--- src/rtl/draw_rect_img.sv ---
// VGA overlay stage: composites a RECT_W x RECT_H ROM image at a once-per-frame latched position.
// Optional colour-key transparency is enabled with `define DRAW_RECT_TRANSPARENT_EN.
module draw_rect_img #(
    parameter int RECT_W      = 48,
    parameter int RECT_H      = 64,
    parameter int ADDR_X_BITS = 6,
    parameter int ADDR_Y_BITS = 6
`ifdef DRAW_RECT_TRANSPARENT_EN
    ,
    parameter logic [11:0] TRANSPARENT_KEY = 12'hF0F
`endif
) (
    input  logic                             clk,
    input  logic                             rst,
    input  logic [11:0]                      xpos,
    input  logic [11:0]                      ypos,
    input  logic [10:0]                      hcount_in,
    input  logic [10:0]                      vcount_in,
    input  logic                             hsync_in,
    input  logic                             vsync_in,
    input  logic                             hblnk_in,
    input  logic                             vblnk_in,
    input  logic [11:0]                      rgb_in,
    input  logic [11:0]                      rgb_pixel,
    output logic [ADDR_X_BITS+ADDR_Y_BITS-1:0] pixel_addr,
    output logic [10:0]                      hcount_out,
    output logic [10:0]                      vcount_out,
    output logic                             hsync_out,
    output logic                             vsync_out,
    output logic                             hblnk_out,
    output logic                             vblnk_out,
    output logic [11:0]                      rgb_out
);

    localparam logic [11:0] RECT_W_L = 12'(RECT_W);
    localparam logic [11:0] RECT_H_L = 12'(RECT_H);

    // Latched rectangle position
    logic [11:0] r_x_l;
    logic [11:0] r_y_l;

    // Stage-1 pipeline
    logic [10:0] r_hcount_d1;
    logic [10:0] r_vcount_d1;
    logic        r_hsync_d1;
    logic        r_vsync_d1;
    logic        r_hblnk_d1;
    logic        r_vblnk_d1;
    logic [11:0] r_rgb_d1;
    logic        r_inside_d1;

    // Stage-1 combinational geometry
    logic [11:0] w_dx;
    logic [11:0] w_dy;
    logic        w_h_ge;
    logic        w_v_ge;
    logic        w_inside;
    logic        w_vsync_rise;
    logic [11:0] w_rgb_next;

    // The stage-1 vsync register doubles as the previous-vsync sample for edge detection.
    assign w_vsync_rise = vsync_in & ~r_vsync_d1;

    assign w_dx   = {1'b0, hcount_in} - r_x_l;
    assign w_dy   = {1'b0, vcount_in} - r_y_l;
    assign w_h_ge = ({1'b0, hcount_in} >= r_x_l);
    assign w_v_ge = ({1'b0, vcount_in} >= r_y_l);

    assign w_inside = w_h_ge && (w_dx < RECT_W_L) &&
                      w_v_ge && (w_dy < RECT_H_L) &&
                      !hblnk_in && !vblnk_in;

    // NOTE: every branch assigns after a default, so no latch is inferred.
    always_comb begin
        w_rgb_next = r_rgb_d1;
`ifdef DRAW_RECT_TRANSPARENT_EN
        if (r_inside_d1 && (rgb_pixel != TRANSPARENT_KEY)) begin
            w_rgb_next = rgb_pixel;
        end
`else
        if (r_inside_d1) begin
            w_rgb_next = rgb_pixel;
        end
`endif
    end

    // NOTE: sequential state uses non-blocking assignments so all registers update together.
    always_ff @(posedge clk or negedge rst) begin
        if (!rst) begin
            r_x_l <= '0;
            r_y_l <= '0;
        end else if (w_vsync_rise) begin
            r_x_l <= xpos;
            r_y_l <= ypos;
        end
    end

    always_ff @(posedge clk or negedge rst) begin
        if (!rst) begin
            r_hcount_d1 <= '0;
            r_vcount_d1 <= '0;
            r_hsync_d1  <= 1'b0;
            r_vsync_d1  <= 1'b0;
            r_hblnk_d1  <= 1'b0;
            r_vblnk_d1  <= 1'b0;
            r_rgb_d1    <= '0;
            r_inside_d1 <= 1'b0;
            pixel_addr  <= '0;
        end else begin
            r_hcount_d1 <= hcount_in;
            r_vcount_d1 <= vcount_in;
            r_hsync_d1  <= hsync_in;
            r_vsync_d1  <= vsync_in;
            r_hblnk_d1  <= hblnk_in;
            r_vblnk_d1  <= vblnk_in;
            r_rgb_d1    <= rgb_in;
            r_inside_d1 <= w_inside;
            pixel_addr  <= w_inside ? {w_dy[ADDR_Y_BITS-1:0], w_dx[ADDR_X_BITS-1:0]} : '0;
        end
    end

    always_ff @(posedge clk or negedge rst) begin
        if (!rst) begin
            hcount_out <= '0;
            vcount_out <= '0;
            hsync_out  <= 1'b0;
            vsync_out  <= 1'b0;
            hblnk_out  <= 1'b0;
            vblnk_out  <= 1'b0;
            rgb_out    <= '0;
        end else begin
            hcount_out <= r_hcount_d1;
            vcount_out <= r_vcount_d1;
            hsync_out  <= r_hsync_d1;
            vsync_out  <= r_vsync_d1;
            hblnk_out  <= r_hblnk_d1;
            vblnk_out  <= r_vblnk_d1;
            rgb_out    <= w_rgb_next;
        end
    end

endmodule

--- config.mk ---
export PLATFORM = sky130hd
export DESIGN_NAME = draw_rect_img
export DESIGN_NICKNAME = d
export VERILOG_FILES = /design/src/rtl/draw_rect_img.sv
export SDC_FILE = /design/constraint.sdc
export NUM_CORES = 1
export LEC_CHECK = 0
export CAP_MARGIN = 20
export CORE_UTILIZATION = 41
export DETAILED_ROUTE_END_ITERATION = 8
export HOLD_SLACK_MARGIN = 0.02
export MAX_ROUTING_LAYER = met4
export PLACE_DENSITY = 0.67
export SLEW_MARGIN = 20
export SYNTH_ARGS = -nofsm -noshare
export SYNTH_HDL_FRONTEND = slang
export SYNTH_SLANG_ARGS = --single-unit
--- constraint.sdc ---
create_clock -name clk -period 4.8 [get_ports clk]
set_clock_uncertainty 0.15 [all_clocks]
set_input_delay 0.72 -clock clk [delete_from_list [all_inputs] [get_ports clk]]
set_output_delay 0.72 -clock clk [all_outputs]
set_load 0.01 [all_outputs]
# Word-level counts from Yosys, hierarchy flattened
# Cells that the tools add are included.
# op_classes
add_sub_neg,2
n_lt_le_gt_ge,4
muxes,2
n_bitwise,2
reduce_logical,7
# ops
op,count
greater-or-equal comparator 11 x 12 -> 1 bit,2
2-to-1 mux 12 bit,2
subtractor 11 x 12 -> 12 bit,2
"less-than comparator 12 x 6 -> 1 bit, second input constant",1
"less-than comparator 12 x 7 -> 1 bit, second input constant",1
logical AND 1 bit,5
logical NOT 1 bit,2
AND 1 bit,1
inverter 1 bit,1
# word_totals
register_bits,113
out_inout_bits,50
wordCells,35

# Logic depth before layout (Yosys ltp)
# Gate-level depths: netlist of the first run.
# depth
word_depth,8
ltp_mapped,12
mapped_depth_nobuf,11

# Worst setup path before layout of the first run
# No wires, ideal clock.
# synth_timing
kind,in2reg
start,in hcount_in[0]
end,reg pixel_addr[10]
arrival_ps,2783
required_ps,4570
setup_slack_ps,1786
stages,12
path_cell_list,inv_1 > ha_1 > inv_1 > fa_1 > a211oi_2 > or3_4 > mux2i_1 > nand4b_1 > a2111oi_4 > nand4_2 > buf_6 > nor3_2
# synth_between
elab_chain_cells,8
elab_cells_between_ends,9
cone_classes,add/sub (1); order compare (2); mux (1); reduce/logical (5)
# synth_lines
item,line,source
"start, declared",17,"input logic [10:0] hcount_in,"
subtractor 11 x 12 -> 12 bit,64,"assign w_dx = {1'b0, hcount_in} - r_x_l;"
less-than comparator 12 x 6 -> 1 bit,69,assign w_inside = w_h_ge && (w_dx < RECT_W_L) &&
logical AND 1 bit * (2 in a row),69,
logical AND 1 bit * (2 in a row),70,w_v_ge && (w_dy < RECT_H_L) &&
logical AND 1 bit *,71,!hblnk_in && !vblnk_in;
2-to-1 mux 12 bit *,118,"pixel_addr <= w_inside ? {w_dy[ADDR_Y_BITS-1:0], w_dx[ADDR_X_BITS-1:0]} : '0;"
"end signal, assigned",118,
"end, declared",25,"output logic [ADDR_X_BITS+ADDR_Y_BITS-1:0] pixel_addr,"
# Every way passes the cells marked *; elsewhere a longest branch is shown, timed or not.
# A chain may end at the register's enable or synchronous reset.

# Worst setup path in the final report of the first run
# layout_timing
start,in hcount_in[0]
end,reg pixel_addr[6]
# The elaborated chain is that of the path after synthesis.

==> results_dict.tcl, run 1 <==
set metrics [dict create \
    row_count 38 \
    htree_levels 4 \
    io_buffer_count 125 \
    leakage_nw 2.86 \
    finalSetupTns_ns 0 \
    dp_hpwl_mm 7.22 \
    pin_count 126 \
    cts_root_buf "clkbuf_16" \
    drt.antenna.violating_nets 0 \
    viasPerCell 4.94 \
    cts_tree "yes" \
    area_growth_pct 43.5 \
    drv_cap 0 \
    hold_class "reg2reg" \
    yosys_warnings 0 \
    slew_viol_final 0 \
    ctsResizeCount 0 \
    hold_viol_final 0 \
    swShare_pct 25.6 \
    nNetsFinal 606 \
    synth.largest_area_cell "dfrtp_1" \
    synth_top_flop_cell "dfrtp_1" \
    final_layout_size_suffix_gt1_share_pct 15.2 \
    grt_overflow 0 \
    cpMostUsedCell "inv_1" \
    irDropWorstVdd_mv 0.269 \
    syn_area_per_cell_sq_um 12.6 \
    post-cts-setup-buffer-count 0 \
    rsz0062_at_grt "false" \
    p_int_w 0.00210 \
    tightest_slew_ns 0.961 \
    grt_max_degree 85 \
    worstPathMaxFanout 13 \
    antenna_found_initial 0 \
    synth_top_area_share_pct 61.0 \
    firstDrtPassIters 6 \
    seq_power_share_pct 36.4 \
    synthDistinctLibCells 58 \
    initial_utilization_pct 42.4 \
    hold_depth 0 \
    synthTopCellsByArea "dfrtp_1 (61%), ha_1 (5.9%), mux2_2 (3.9%), nand2_1 (2.9%), o21ai_0 (2.5%)" \
    drt-initial-drc-count 172 \
    mappedNetlistArea_sq_um 4640 \
    finalSetupViolations 0 \
    power_w 0.00283 \
    routed_wl_mm 10.1 \
    start_kind "input pin" \
    max_stage_delay_ns 0.46 \
    die_x_um 108 \
    status "finished, final reports clean" \
    grt_first_pass_wirelength_mm 16.1 \
    relSlewSlack_pct 35.7 \
    hold_buffers 0 \
    gp_congestion 0.820 \
    finalCritPeriodShare_pct 74.9 \
    clockBufferDepth 2 \
    crit_path_end_kind "flop" \
    net-switching-power_w 0.000723 \
    route.detailed.drc 0 \
    synthCells 369 \
    combPwrFrac_pct 17.8 \
    die_height_um 108 \
    crit_required_ns 4.95 \
    clkTransAtPathRegs_ns 0.05 \
    ys_ff_latch 113 \
    min_period_ns 3.59 \
    arrival_ns 3.75 \
    avgRoutedWirePerCell_um 15.3 \
    reg2regPathDepth 10 \
    critPathSlowestCell "nand4_2" \
    ys_seq_area_share_pct 61.0 \
    path_class "in2reg" \
    async_flop_share_pct 100 \
    antenna_cells 0 \
    regArea_sq_um 2830 \
    power.density_nw_per_um2 425 \
    multiInputGateArea_sq_um 1650 \
    cp_cell_sequence "clkdlybuf4s50_1, inv_1, ha_1, inv_1, fa_1, a211oi_2, or3_4, mux2i_1, nand4b_1, a2111oi_4, nand4_2, nor4b_1" \
    grt_usage_pct 19.1 \
    clock_latency_ns 0.41 \
    core_area_sq_um 10900 \
    pwr-share-clk_pct 45.8 \
    cts_num_sinks 113 \
    fillers 919 \
    die-area_sq_um 11700 \
    synthesis.nets 469 \
    grt_pass1_vias 3347 \
    clock.fmax_mhz 278 \
    cts_buffers 17 \
    vias 3258 \
    synth_edf_count 0 \
]
==> flip-flops by register name (all words and copies together), names as in the netlist, 11 cells and up <==
| signal | count |
|---|---|
| pixel_addr | 12 |
| rgb_out | 12 |
| r_vcount_d1 | 11 |
| r_x_l | 12 |
| r_rgb_d1 | 12 |
| r_hcount_d1 | 11 |
| vcount_out | 11 |
| hcount_out | 11 |
| r_y_l | 12 |
==> kinds of logic after synthesis <==
kind of cell,share of synthesized area (%)
flops,61.0
compound gates,9.74
mux,4.10
fa+ha+maj,6.80
simple gates,12.3
xor+xnor,2.64
buf+inv,3.45
==> metrics by stage <==
stage | utilization, % | std cells | hold slack, ns | instance area (sq um) | setup WS [ns]
finish | 60.9 | 659 | 0.193 | 6660 | 1.21
global placement | 55.2 | 627 | 0.181 | 6030 | 0.922
CTS | 60.8 | 659 | 0.194 | 6650 | 1.17
global route | 60.9 | 659 | 0.201 | 6660 | 0.980
floorplan | - | 369 | 0.181 | 4640 | 1.79
detailed placement | 55.2 | 627 | 0.185 | 6030 | 0.761
==> placed cells by master, fill, tap and decap left out, types with 5 or more instances in the layout <==
cell type	instances
mux2_2	16
xor2_1	5
nor2_1	14
o21ai_0	23
clkinvlp_4	5
clkdlybuf4s50_1	124
xnor2_1	9
clkbuf_16	17
nor3_2	10
a21oi_1	8
dfrtp_1	113
nor3_1	5
nand2_1	36
ha_1	22
a31oi_1	5
inv_1	26
==> worst max-delay path, delay by kind of cell <==
family,cells,cell delay [ns]
AOI/OAI and AO/OA,2,0.51
muxes,1,0.18
and+or+nand+nor,4,1.20
buffers and inverters,3,0.54
adders and majority gates,2,0.58
==> power by group through the flow <==
| stage | Sequential, W | Clock (W) | Combinational (W) |
|---|---|---|---|
| floorplan | 0.00105 | 0 | 0.000310 |
| global placement | 0.00104 | 0 | 0.000499 |
| detailed placement | 0.00105 | 0 | 0.000504 |
| CTS | 0.00103 | 0.00131 | 0.000508 |
| global route | 0.00104 | 0.00136 | 0.000559 |
| finish | 0.00103 | 0.00129 | 0.000503 |
==> per-layer routing <==
metal / global-route usage [%] / up-vias / share of wire [%]
met5: - / - / 0
met4: 5.89 / 0 / 0.96
met3: 6.87 / 9 / 6.3
met2: 30.1 / 96 / 48
met1: 22.9 / 1593 / 45
li1: - / 1560 / -
==> final timing paths <==
path,end,startpoint,slack (ns)
hold / removal,hcount_out[1],r_hcount_d1[1],0.19
setup / recovery,pixel_addr[6],hcount_in[0],1.21
hold reg to reg,hcount_out[1],r_hcount_d1[1],0.19
setup reg to reg,pixel_addr[6],r_x_l[0],1.64
max in group asynchronous,r_y_l[0],rst,3.41
min in group asynchronous,r_rgb_d1[11],rst,0.20
==> area by class of cell <==
class	instances	area share, %
clock buffers	20	7.01
clock inverters	12	2.33
inverters	26	1.47
multi-input cells	219	24.8
flip-flops and latches	113	42.5
well taps	140	2.63
repair buffers	129	19.3
==> Yosys cell counts, drive strengths merged (5+ instances only) <==
master	count
a21oi	8
a31oi	5
buf	6
clkbuf	5
dfrtp	113
ha	22
inv	26
mux2	16
nand2	36
nor2	14
nor3	15
o21a	5
o21ai	25
xnor2	9
xor2	5
Note: power is estimated with default switching activity, not from simulation.
==> run 2, diff against run 1 <==
==> constraint.sdc (replaced) <==
create_clock -name clk -period 3.7 [get_ports clk]
set_clock_uncertainty 0.15 [all_clocks]
set_input_delay 0.555 -clock clk [delete_from_list [all_inputs] [get_ports clk]]
set_output_delay 0.555 -clock clk [all_outputs]
set_load 0.01 [all_outputs]
==> run 2 against run 1 <==
- worst setup slack lost 0.79 ns
- final area up 0.32%
- combinational power is 32% higher
- clock power increased by 27%
- die area unchanged
- register-to-register slack worse by 0.92 ns
- clock-buffer cell count fell by 1
- worst hold slack got worse by 0.00082 ns
- sequential power grew 30%
- total power is 29% higher
- highest routed layer unchanged
==> results_dict.tcl, run 2 (synthesis gave the netlist of run 1 again) <==
set metrics [dict create \
    start_kind "input pin" \
    worstHoldStart "r_vcount_d1[3]" \
    dp_hpwl_mm 7.19 \
    cts_tree "yes" \
    initial_utilization_pct 42.4 \
    path_class "in2reg" \
    clockBufferDepth 2 \
    clkTransAtPathRegs_ns 0.05 \
    io_buffer_count 125 \
    leakage_nw 2.88 \
    timing.rr.start "r_x_l[0]" \
    hold_depth 0 \
    grt_max_degree 77 \
    min_period_ns 3.28 \
    mostFrequentLayoutCell "clkdlybuf4s50_1" \
    drv_cap 0 \
    crit_required_ns 3.86 \
    drt-initial-drc-count 115 \
    cts_buffers 17 \
    die-area_sq_um 11700 \
    avgRoutedWirePerCell_um 15.2 \
    instances_no_fill 663 \
    htree_levels 4 \
    routed_wl_mm 10.1 \
    slew_viol_final 0 \
    post-cts-setup-buffer-count 0 \
    clock.fmax_mhz 305 \
    whs_endpoint "vcount_out[3]" \
    grt_first_pass_wirelength_mm 16.3 \
    rsz0062_at_grt "false" \
    core_area_sq_um 10900 \
    pin_count 126 \
    r2r_slack_ns 0.72 \
    worstPathMaxFanout 6 \
    hold_class "reg2reg" \
    antenna_cells 0 \
    final_cell_mix "clkdlybuf4s50_1 (124), dfrtp_1 (113), nand2_1 (36)" \
    area_growth_pct 44.0 \
    r2r_end "r_inside_d1" \
    hold_buffers 1 \
    ctsResizeCount 0 \
    row_count 38 \
    grt_overflow 0 \
    cts_num_sinks 113 \
    status "finished, final reports clean" \
    clock_latency_ns 0.41 \
    crit_path_end_kind "flop" \
    grt_pass1_vias 3432 \
    route.detailed.drc 0 \
    cts_root_buf "clkbuf_16" \
    reg2regPathDepth 11 \
    power.density_nw_per_um2 545 \
    final_layout_size_suffix_gt1_share_pct 15.5 \
    hold_viol_final 0 \
    die_x_um 108 \
    finalCritPeriodShare_pct 88.7 \
    drt.antenna.violating_nets 0 \
    gp_congestion 0.854 \
    vias 3309 \
    antenna_found_initial 0 \
    relSlewSlack_pct 49.1 \
    dp.cells 630 \
    finalSetupViolations 0 \
    arrival_ns 3.44 \
    viasPerCell 4.99 \
    firstDrtPassIters 6 \
    nNetsFinal 610 \
    grt_usage_pct 19.4 \
    irDropWorstVdd_mv 0.290 \
    tightest_slew_ns 0.760 \
    finalSetupTns_ns 0 \
    die_height_um 108 \
]
-- run 2: report_power, final --
group / switching, W / internal (W) / total [W]
clock: 0.000565 / 0.00107 / 0.00164
sequential: 0.0000225 / 0.00131 / 0.00134
combinational: 0.000349 / 0.000314 / 0.000663
-- run 2: worst max-delay path by stage --
stage	from	endpoint	slack, ns	cells after the start
2_1_floorplan	hcount_in[0]	pixel_addr[10]	0.85	12
3_3_place_gp	hcount_in[0]	r_inside_d1	0.17	13
4_1_cts	hcount_in[0]	r_inside_d1	0.42	13
5_1_grt	hcount_in[0]	r_inside_d1	0.20	13
6_report	hcount_in[0]	r_inside_d1	0.42	13
3_5_place_dp	hcount_in[0]	r_inside_d1	0.007	13
-- run 2: per-layer routing --
layer	global-route usage [%]	wire length, um	vias to the layer above
li1	-	-	1560
met3	7.05	640	20
met5	-	0	-
met1	22.9	4470	1610
met2	30.0	4810	119
met4	8.01	189	0
-- run 2: cell type report --
cell class                      count  area [sq um]
Clock inverter                     13           159
Fill cell                         878          4260
Multi-Input combinational cell    219          1650
Sequential cell                   113          2830
Inverter                           26          97.6
Timing Repair Buffer              133          1320
Tap cell                          140           175
Clock buffer                       19           443
-- run 2: critical path, stage by stage --
cell and delay, ns:
clkdlybuf4s50_1 0.43, inv_1 0.07, ha_1 0.17, inv_1 0.05, fa_1 0.41, a211oi_2 0.31, or3_4 0.21, mux2i_1 0.19
nand4b_1 0.16, a2111oi_4 0.22, nand4_2 0.25, buf_4 0.23, nor3b_1 0.19
-- run 2: per-stage QoR --
stage               power [W]  setup WS, ns  cell area (sq um)  utilization (%)  hold WS [ns]
detailed placement    0.00202       0.00694               6070             55.5         0.185
CTS                   0.00367         0.421               6680             61.1         0.194
finish                0.00364         0.419               6680             61.1         0.192
floorplan             0.00177         0.851               4640                -         0.109
global route          0.00381         0.201               6680             61.1         0.197
global placement      0.00200         0.170               6070             55.5         0.181
==> run 3, diff against run 2 <==
--- a/config.mk
+++ b/config.mk
@@ -9,7 +9,6 @@
 export CORE_UTILIZATION = 41
 export DETAILED_ROUTE_END_ITERATION = 8
 export HOLD_SLACK_MARGIN = 0.02
-export MAX_ROUTING_LAYER = met4
 export PLACE_DENSITY = 0.67
 export SLEW_MARGIN = 20
 export SYNTH_ARGS = -nofsm -noshare
==> run 3 against run 2 <==
- combinational power barely moved
- clock-buffer cell count did not move
- fmax rose by 0.22%
- worst hold slack improved by 0.00053 ns
- sequential cell count stayed put
- largest power group unchanged
==> results_dict.tcl, run 3 (synthesis gave the netlist of run 1 again) <==
set metrics [dict create \
    relSlewSlack_pct 48.8 \
    p_int_w 0.00270 \
    route.met3.wl_um 671 \
    path_class "in2reg" \
    dp_hpwl_mm 7.19 \
    finalSetupViolations 0 \
    clkTransAtPathRegs_ns 0.05 \
    hold_depth 0 \
    viasPerCell 4.99 \
    die_x_um 108 \
    critPathBufInv 4 \
    drt.antenna.violating_nets 0 \
    pwr-share-clk_pct 45.0 \
    crit_path_end_kind "flop" \
    multiInputGateArea_sq_um 1650 \
    regArea_sq_um 2830 \
    combPwrFrac_pct 18.3 \
    cp_cell_sequence "clkdlybuf4s50_1, inv_1, ha_1, inv_1, fa_1, a211oi_2, or3_4, mux2i_1, nand4b_1, a2111oi_4, nand4_2, buf_4, nor3b_1" \
    htree_levels 4 \
    grt_pass1_vias 3433 \
    grt_max_degree 77 \
    vias 3307 \
    grt_usage_pct 18.8 \
    worstHoldStart "r_vcount_d1[3]" \
    dp.cells 630 \
    worstPathMaxFanout 6 \
    rsz0062_at_grt "false" \
    start_kind "input pin" \
    antenna_cells 0 \
    finalSetupTns_ns 0 \
    slew_viol_final 0 \
    initial_utilization_pct 42.4 \
    final_layout_size_suffix_gt1_share_pct 15.5 \
    nNetsFinal 610 \
    path_delay_family "simple AND/OR/NAND/NOR gates" \
    drt-initial-drc-count 119 \
    whs_endpoint "vcount_out[3]" \
    die-area_sq_um 11700 \
    firstDrtPassIters 4 \
    swShare_pct 25.6 \
    met2WireLength_mm 4.83 \
    leakage_nw 2.88 \
    fillers 878 \
    cpMostUsedCell "inv_1" \
    clock.fmax_mhz 305 \
    min_period_ns 3.27 \
    clock_latency_ns 0.41 \
    grt_first_pass_wirelength_mm 16.3 \
    avgRoutedWirePerCell_um 15.2 \
    max_stage_delay_ns 0.43 \
    irDropWorstVdd_mv 0.290 \
    tightest_slew_ns 0.764 \
    timing.rr.start "r_x_l[0]" \
    finalCritPeriodShare_pct 88.5 \
    cts_root_buf "clkbuf_16" \
    final_cell_mix "clkdlybuf4s50_1 (124), dfrtp_1 (113), nand2_1 (36)" \
    gp_congestion 0.841 \
    antenna_found_initial 0 \
    cts_num_sinks 113 \
    critPathSlowestCell "clkdlybuf4s50_1" \
    routed_wl_mm 10.1 \
    cts_buffers 17 \
    crit_required_ns 3.85 \
    fin_worst_hold_slack_ns 0.193 \
    hold_class "reg2reg" \
    core_area_sq_um 10900 \
    r2r_slack_ns 0.74 \
    seq_power_share_pct 36.8 \
    io_buffer_count 125 \
    cts_tree "yes" \
    r2r_end "r_inside_d1" \
    post-cts-setup-buffer-count 0 \
    highest_layer "met4" \
    route.detailed.drc 0 \
    hold_viol_final 0 \
    die_height_um 108 \
    pin_count 126 \
    clockBufferDepth 2 \
    mostFrequentLayoutCell "clkdlybuf4s50_1" \
    power.density_nw_per_um2 544 \
    net-switching-power_w 0.000931 \
    grt_overflow 0 \
    drt-met1-wl_mm 4.38 \
    reg2regPathDepth 11 \
    area_growth_pct 44.0 \
    status "finished, final reports clean" \
    instances_no_fill 663 \
    row_count 38 \
    arrival_ns 3.43 \
    drv_cap 0 \
]
## run 3: cell counts in the layout (fill, tap and decap cells not counted)
Identical to the previous run, type by type.
## run 3: power by group through the flow
| stage | Clock (W) | Combinational [W] | Sequential [W] |
|---|---|---|---|
| finish | 0.00163 | 0.000663 | 0.00134 |
| global route | 0.00174 | 0.000733 | 0.00134 |
| CTS | 0.00167 | 0.000667 | 0.00134 |
| detailed placement | 0 | 0.000659 | 0.00136 |
| global placement | 0 | 0.000644 | 0.00135 |
| floorplan | 0 | 0.000402 | 0.00136 |
## run 3: timing repair
action | in CTS | in global routing
gates resized for setup | 0 | 0
hold buffers | 1 | 0
hold endpoints to repair | 37 | 0
## run 3: through the flow
step                      utilization [%]  total power (W)  setup slack (ns)  instance area (sq um)
after floorplan                         -          0.00177             0.851                   4640
after global placement               55.5          0.00200             0.170                   6070
after detailed placement             55.5          0.00202           0.00694                   6070
after CTS                            61.1          0.00367             0.421                   6680
after global routing                 61.1          0.00381             0.201                   6680
final                                61.1          0.00363             0.426                   6680
## run 3: per-layer routing
layer  vias up  GRT usage [%]
met5         -              0
met1      1609           22.8
li1       1562              -
met3        18           7.17
met2       118           30.0
met4         0           8.01
## run 3: how the worst max path moves through the flow
| stage | slack, ns | end | cells after the start | startpoint |
|---|---|---|---|---|
| after CTS | 0.42 | r_inside_d1 | 13 | hcount_in[0] |
| after global routing | 0.20 | r_inside_d1 | 13 | hcount_in[0] |
| after floorplan | 0.85 | pixel_addr[10] | 12 | hcount_in[0] |
| final | 0.43 | r_inside_d1 | 13 | hcount_in[0] |
| after global placement | 0.17 | r_inside_d1 | 13 | hcount_in[0] |
| after detailed placement | 0.007 | r_inside_d1 | 13 | hcount_in[0] |
## run 3: area by class of cell
| type | count | share of cell area, % |
|---|---|---|
| Clock buffer | 19 | 6.63 |
| Clock inverter | 13 | 2.38 |
| Inverter | 26 | 1.46 |
| Multi-Input combinational cell | 219 | 24.7 |
| Sequential cell | 113 | 42.3 |
| Tap cell | 140 | 2.62 |
| Timing Repair Buffer | 133 | 19.8 |
